$ cat src/rtl/edge_pulse_gen.sv
// Hysteresis and debounce edge detector for a sampled analog code.
// Emits registered rise/fall pulses and a debounced level, and keeps saturating edge counters.
module edge_pulse_gen #(
  parameter int unsigned W     = 8,
  parameter int unsigned TH_HI = 180,
  parameter int unsigned TH_LO = 75,
  parameter int unsigned DEB   = 3,
  parameter int unsigned CW    = 16
) (
  input  logic          clk,
  input  logic          reset,
  input  logic [W-1:0]  sample,
  input  logic          sample_valid,
  input  logic          clear_cnt,
  output logic          rising_edge,
  output logic          falling_edge,
  output logic          level,
  output logic [CW-1:0] rise_cnt,
  output logic [CW-1:0] fall_cnt,
  output logic          sat
);

  generate
    if ((TH_LO >= TH_HI) || (DEB < 1)) begin : g_param_check
      $error("edge_pulse_gen: requires TH_LO < TH_HI and DEB >= 1");
    end
  endgenerate

  localparam int unsigned    DW       = (DEB > 1) ? $clog2(DEB + 1) : 1;
  localparam logic [W-1:0]   HI_CODE  = W'(TH_HI);
  localparam logic [W-1:0]   LO_CODE  = W'(TH_LO);
  localparam logic [DW-1:0]  DEB_LAST = DW'(DEB - 1);
  localparam logic [CW-1:0]  CNT_MAX  = {CW{1'b1}};

  typedef enum logic [1:0] {
    ST_LOW       = 2'd0,
    ST_RISE_PEND = 2'd1,
    ST_HIGH      = 2'd2,
    ST_FALL_PEND = 2'd3
  } state_t;

  state_t          r_state;
  logic [DW-1:0]   r_dcnt;
  logic            r_rise;
  logic            r_fall;
  logic            r_level;
  logic [CW-1:0]   r_rise_cnt;
  logic [CW-1:0]   r_fall_cnt;
  logic            r_sat;

  state_t          w_state_nxt;
  logic [DW-1:0]   w_dcnt_nxt;
  logic            w_rise;
  logic            w_fall;
  logic            w_hi;
  logic            w_lo;
  logic            w_level_nxt;

  assign w_hi        = (sample >= HI_CODE);
  assign w_lo        = (sample <= LO_CODE);
  assign w_level_nxt = (w_state_nxt == ST_HIGH) || (w_state_nxt == ST_FALL_PEND);

  // Next-state and edge-confirm decode; only a valid sample can move the FSM.
  always_comb begin
    w_state_nxt = r_state;
    w_dcnt_nxt  = r_dcnt;
    w_rise      = 1'b0;
    w_fall      = 1'b0;
    if (sample_valid) begin
      case (r_state)
        ST_LOW: begin
          if (w_hi) begin
            if (DEB == 1) begin
              w_state_nxt = ST_HIGH;
              w_dcnt_nxt  = '0;
              w_rise      = 1'b1;
            end else begin
              w_state_nxt = ST_RISE_PEND;
              w_dcnt_nxt  = DW'(1);
            end
          end else begin
            w_state_nxt = ST_LOW;
            w_dcnt_nxt  = '0;
          end
        end
        ST_RISE_PEND: begin
          if (w_hi) begin
            if (r_dcnt == DEB_LAST) begin
              w_state_nxt = ST_HIGH;
              w_dcnt_nxt  = '0;
              w_rise      = 1'b1;
            end else begin
              w_dcnt_nxt  = r_dcnt + DW'(1);
            end
          end else begin
            w_state_nxt = ST_LOW;
            w_dcnt_nxt  = '0;
          end
        end
        ST_HIGH: begin
          if (w_lo) begin
            if (DEB == 1) begin
              w_state_nxt = ST_LOW;
              w_dcnt_nxt  = '0;
              w_fall      = 1'b1;
            end else begin
              w_state_nxt = ST_FALL_PEND;
              w_dcnt_nxt  = DW'(1);
            end
          end else begin
            w_state_nxt = ST_HIGH;
            w_dcnt_nxt  = '0;
          end
        end
        ST_FALL_PEND: begin
          if (w_lo) begin
            if (r_dcnt == DEB_LAST) begin
              w_state_nxt = ST_LOW;
              w_dcnt_nxt  = '0;
              w_fall      = 1'b1;
            end else begin
              w_dcnt_nxt  = r_dcnt + DW'(1);
            end
          end else begin
            w_state_nxt = ST_HIGH;
            w_dcnt_nxt  = '0;
          end
        end
        default: begin
          w_state_nxt = ST_LOW;
          w_dcnt_nxt  = '0;
        end
      endcase
    end else begin
      w_state_nxt = r_state;
      w_dcnt_nxt  = r_dcnt;
    end
  end

  // State, pulses, level and counters; clear beats a same-cycle increment but not the pulse.
  always_ff @(posedge clk) begin
    if (!reset) begin
      r_state    <= ST_LOW;
      r_dcnt     <= '0;
      r_rise     <= 1'b0;
      r_fall     <= 1'b0;
      r_level    <= 1'b0;
      r_rise_cnt <= '0;
      r_fall_cnt <= '0;
      r_sat      <= 1'b0;
    end else begin
      r_state <= w_state_nxt;
      r_dcnt  <= w_dcnt_nxt;
      r_rise  <= w_rise;
      r_fall  <= w_fall;
      r_level <= w_level_nxt;
      if (clear_cnt) begin
        r_rise_cnt <= '0;
        r_fall_cnt <= '0;
        r_sat      <= 1'b0;
      end else begin
        if (w_rise) begin
          if (r_rise_cnt == CNT_MAX) begin
            r_sat <= 1'b1;
          end else begin
            r_rise_cnt <= r_rise_cnt + CW'(1);
          end
        end else begin
          r_rise_cnt <= r_rise_cnt;
        end
        if (w_fall) begin
          if (r_fall_cnt == CNT_MAX) begin
            r_sat <= 1'b1;
          end else begin
            r_fall_cnt <= r_fall_cnt + CW'(1);
          end
        end else begin
          r_fall_cnt <= r_fall_cnt;
        end
      end
    end
  end

  assign rising_edge  = r_rise;
  assign falling_edge = r_fall;
  assign level        = r_level;
  assign rise_cnt     = r_rise_cnt;
  assign fall_cnt     = r_fall_cnt;
  assign sat          = r_sat;

endmodule

$ cat config.mk
export PLATFORM = sky130hd
export DESIGN_NAME = edge_pulse_gen
export DESIGN_NICKNAME = d
export VERILOG_FILES = /design/src/rtl/edge_pulse_gen.sv
export SDC_FILE = /design/constraint.sdc
export NUM_CORES = 1
export LEC_CHECK = 0
export CORE_AREA = 2 2 77 57
export CTS_CLUSTER_SIZE = 12
export DETAILED_ROUTE_END_ITERATION = 8
export DIE_AREA = 0 0 79 59
export GPL_TIMING_DRIVEN = 0
export PLACE_DENSITY = 0.82
export SLEW_MARGIN = 20
export SYNTH_ARGS = -nofsm -noshare
export SYNTH_HDL_FRONTEND = slang
export SYNTH_SLANG_ARGS = --single-unit
$ cat constraint.sdc
create_clock -name clk -period 2.55 [get_ports clk]
set_input_delay 0.255 -clock clk [delete_from_list [all_inputs] [get_ports clk]]
set_output_delay 0.255 -clock clk [all_outputs]
set_load 0.01 [all_outputs]
Yosys cells after proc, flatten, opt, wreduce, memory -nomap -nowiden:

Index checks and enable logic that the tools add are counted.

* register bits: 40
* logic and storage cells: 53
* bits of input ports: 12

* bitwise logic cells: 3
* reductions and logical operators: 5
* add/sub/neg operators: 3
* mux-type cells: 24
* equal/unequal tests: 8
* $lt $le $gt $ge: 2

Operator list (number)
* 16-bit by 1-bit adder with 16-bit output, second input constant: 2
* 16-bit equality test, second input constant: 2
* 2-bit 2-to-1 mux: 8
* 2-bit case mux with 4 select lines: 2
* 1-bit 2-to-1 mux: 14
* 2-bit equality test, second input constant: 5
* 8-bit greater-or-equal comparator, second input constant: 1
* 8-bit by 7-bit less-or-equal comparator with 1-bit output, second input constant: 1
* 2-bit AND reduction: 2
* 1-bit NOT: 3
* 2-bit by 1-bit adder with 2-bit output, second input constant: 1
* 2-bit by 1-bit equality test with 1-bit output, second input constant: 1
* 2-bit zero test: 1
* 2-bit OR reduction: 1
* 1-bit logical OR: 1

Logic depth before layout (Yosys ltp):

* depth in word-level cells: 8
* depth in mapped cells: 7
* depth with buffers taken out: 6

Worst setup path before layout:

OpenSTA, ideal clock, no wires.

* path kind: register to register
* start point: register r_rise_cnt[0] (netlist: rise_cnt[0])
* end point: register r_rise_cnt[15] (netlist: rise_cnt[15])
* period minus slack after synthesis: 1.804 ns
* stages on the path, launching flop included: 8
* library setup time: 0.115 ns
* setup slack: 0.746 ns
* data required time: 2.435 ns
* path buffers: 1
* arrival time: 1.690 ns
* cells stage by stage: dfxtp_1 -> ha_1 -> and4_1 -> and4bb_2 -> buf_4 -> nor4b_4 -> a31oi_1 -> o21a_1

* word-level cells in the longest chain between the ends: 3
* elaborated cells between the ends (all ways): 4
* those cells by class: 1 x add/sub; 1 x eq/ne; 1 x bitwise; 1 x reduce/logical

Ends and longest elaborated chain
* start, declared: line 47 `logic [CW-1:0] r_rise_cnt;`
* start signal, assigned: line 166 `r_rise_cnt <= r_rise_cnt + CW'(1);`
* start signal, assigned: line 169 `r_rise_cnt <= r_rise_cnt;`
* branches (longest 3 deep; another with 16-bit by 1-bit adder with 16-bit output)

Parallel ways; which one is timed is not known.
A chain may end at the register's enable or synchronous reset.

Worst setup path after layout:

* start point: register r_fall_cnt[0] (netlist: fall_cnt[0])
* end point: register r_fall_cnt[15] (netlist: fall_cnt[15])

* word-level cells in the longest chain between the ends: 3
* elaborated cells between the ends (all ways): 4
* those cells by class: 1 x add/sub; 1 x eq/ne; 1 x bitwise; 1 x reduce/logical

Ends and longest elaborated chain
* start, declared: line 48 `logic [CW-1:0] r_fall_cnt;`
* start signal, assigned: line 175 `r_fall_cnt <= r_fall_cnt + CW'(1);`
* start signal, assigned: line 178 `r_fall_cnt <= r_fall_cnt;`
* branches (longest 3 deep; another with 16-bit by 1-bit adder with 16-bit output)

Parallel ways; which one is timed is not known.

==> flow_summary.ini <==
[yosys]
synthFlopType = dfxtp_1
ys_seq_area_share_pct = 40.1
async_flop_share_pct = 0
ys_seq_elements = 40
syn_area_um2 = 2000
synth_cell_type_count = 40
netlist_instances = 230
avgSynthCellArea_um2 = 8.68
synth_nets = 244
synth_edf_count = 0
ys_warn_count = 0

[worst_setup_path]
cp_data_arrival_time_ns = 2.21
crit_path_max_incr_delay_ns = 0.44
cp-startpoint = fall_cnt[0]$_SDFFE_PP0P_
ff2ff_path_depth = 7
timing.rr.start = fall_cnt[0]$_SDFFE_PP0P_
crit_chain = ha_1, and4_1, nand4b_1, clkbuf_1, nand4_1, xor2_1, nor2_1
cp-endpoint = fall_cnt[15]$_SDFFE_PP0P_
start_kind = flip-flop
cp.required_ns = 2.71
end_kind = flip-flop
crit_slowest_cell = dfxtp_1
worstReg2RegEnd = fall_cnt[15]$_SDFFE_PP0P_
critPathKind = reg -> reg
path_max_fanout = 10
r2r_slack_ns = 0.50

[final_layout]
areaGrowthSynthToFinish_pct = 30.3
diodes = 0
fin_nets = 296
drive_gt1_share_pct = 5.65

[clock_network]
clk_path_buf_depth = 2
cts_hold_buf = 0
clk_pin_slew_ns = 0.07
ctsResizeCount = 0
h-tree-depth = 2
cts_tree = done
insertion_delay_ns = 0.29
clockRootBuffer = clkbuf_8
cts_inserted_buffers = 5
post_cts_buffers = 0
numClockSinks = 40

[hold_path]
hold_class = reg -> reg
min_path_cells = 2

[drt]
totalWireLength_mm = 4.52
ant_nets = 0
dr.pass1.iters = 5
drt_iter0_markers = 81
wl_per_cell_um = 13.5
drc = 0
viasPerCell = 5.56
vias = 1862

[timing]
setup_tns_ns = 0
maxSlewViolCount = 0
hold_viol_final = 0
max_freq_ghz = 0.487
period_needed_ns = 2.05
max_slew_margin_pct = 66.4
fin_worst_skew_ns = 0.00240
setup_viol = 0
fin_crit_sh_pct = 80.5
worst_pin_slew_ns = 0.504
rsz0062_at_grt = false

[global_routing]
grt_pass1_vias = 1617
grt_max_degree = 12
gr-total-overflow = 0
antenna_found_initial = 0
grt_pass1_wl_mm = 7.60
grt_usage_pct = 20.8

[floorplanning]
die_x_um = 79
placementRows = 19
coreArea_um2 = 3850
die-area_um2 = 4660
die_h_um = 59
io_pins = 48
start_util_pct = 51.9

[power_and_ir_drop]
power_w = 0.00110
peakVddDrop_v = 0.000305
power.leakage_nw = 0.870
power_density_nw_per_um2 = 422

[flow_run]
drv_cap = 0

[placed_design]
hpwl_mm = 3.34
io_buffers = 45
place_congestion = 0.873

[outcome]
outcome = complete, no violations
==> stage by stage <==
step                worst slack (ns)  utilization [%]  area, um^2  std cells  hold WS (ns)
global placement               0.274             65.2        2510        327         0.493
detailed placement             0.241             65.2        2510        327         0.501
finish                         0.498             67.6        2600        335         0.506
floorplan                      0.746                -        2000        230         0.373
global route                   0.349             67.6        2600        335         0.534
CTS                            0.542             67.6        2600        335         0.512
==> metal layers <==
metal / GRT usage [%] / share of wire, % / vias to the layer above
li1: - / - / 919
met1: 30.3 / 51 / 879
met2: 30.8 / 42 / 56
met3: 5.64 / 5.9 / 8
met4: 5.42 / 1.0 / 0
met5: 0 / 0 / -
==> worst min-delay path by stage <==
stage | startpoint | endpoint
after floorplan | reset | r_dcnt[1]$_SDFFE_PN0P_
after global placement | rise_cnt[14]$_SDFFE_PP0P_ | rise_cnt[14]$_SDFFE_PP0P_
after detailed placement | rise_cnt[14]$_SDFFE_PP0P_ | rise_cnt[14]$_SDFFE_PP0P_
after CTS | rise_cnt[14]$_SDFFE_PP0P_ | rise_cnt[14]$_SDFFE_PP0P_
after global routing | rise_cnt[14]$_SDFFE_PP0P_ | rise_cnt[14]$_SDFFE_PP0P_
final | rise_cnt[14]$_SDFFE_PP0P_ | rise_cnt[14]$_SDFFE_PP0P_
==> layout by cell type, fill, tap and decap left out, types with 5 or more instances in the layout <==
cell             count
dfxtp_1             40
mux2i_1              5
nand2_1             13
inv_1                7
a21oi_1              6
xnor2_1              9
nor2_1              35
clkbuf_1             7
nor4_1               5
clkbuf_8             6
and2_1               5
nand3_1             13
and3_1               8
and4_1               7
xor2_1              14
clkdlybuf4s50_1     45
nand4_1             15
==> cells in the mapped netlist, types with 6 or more instances <==
cell type,n,area share [%]
inv_1,7,1.3
nand2_1,13,2.4
a21oi_1,6,1.5
nand4_1,15,4.7
and3_1,8,2.5
xor2_1,14,6.1
nor2_1,35,6.6
xnor2_1,9,3.9
and4_1,7,3.1
nand3_1,13,3.3
dfxtp_1,40,40
==> flip-flops by register name, summed over array words and instances (netlist names) <==
name,count
fall_cnt,16
rise_cnt,16
r_dcnt,2
r_state,2
falling_edge,1
level,1
rising_edge,1
sat,1
==> cells by family after synthesis <==
| group | synth area share, % |
|---|---|
| compound gates | 7.71 |
| xor+xnor | 10.1 |
| fa+ha+maj | 1.25 |
| buf+inv | 3.26 |
| flops | 40.1 |
| mux | 2.51 |
| simple gates | 35.1 |
==> worst max-delay path: cells and delay by family (launching register included) <==
family / cells / cell delay, ns
xor+xnor: 1 / 0.16
fa+ha+maj: 1 / 0.28
buf+inv: 1 / 0.31
flops: 1 / 0.44
simple gates: 4 / 0.74
==> final cells by class <==
type	count	area, um^2
Buffer	8	38.8
Clock buffer	8	90.1
Fill cell	346	1250
Inverter	7	26.3
Multi-Input combinational cell	175	1130
Sequential cell	40	801
Tap cell	52	65.1
Timing Repair Buffer	45	450
==> report_power, final <==
| part | internal [W] | total (W) | switching, W |
|---|---|---|---|
| Clock | 0.000221 | 0.000428 | 0.000207 |
| Combinational | 0.0000197 | 0.0000426 | 0.0000229 |
| Sequential | 0.000626 | 0.000627 | 0.000000948 |
Power figures use the tool's default switching activity.
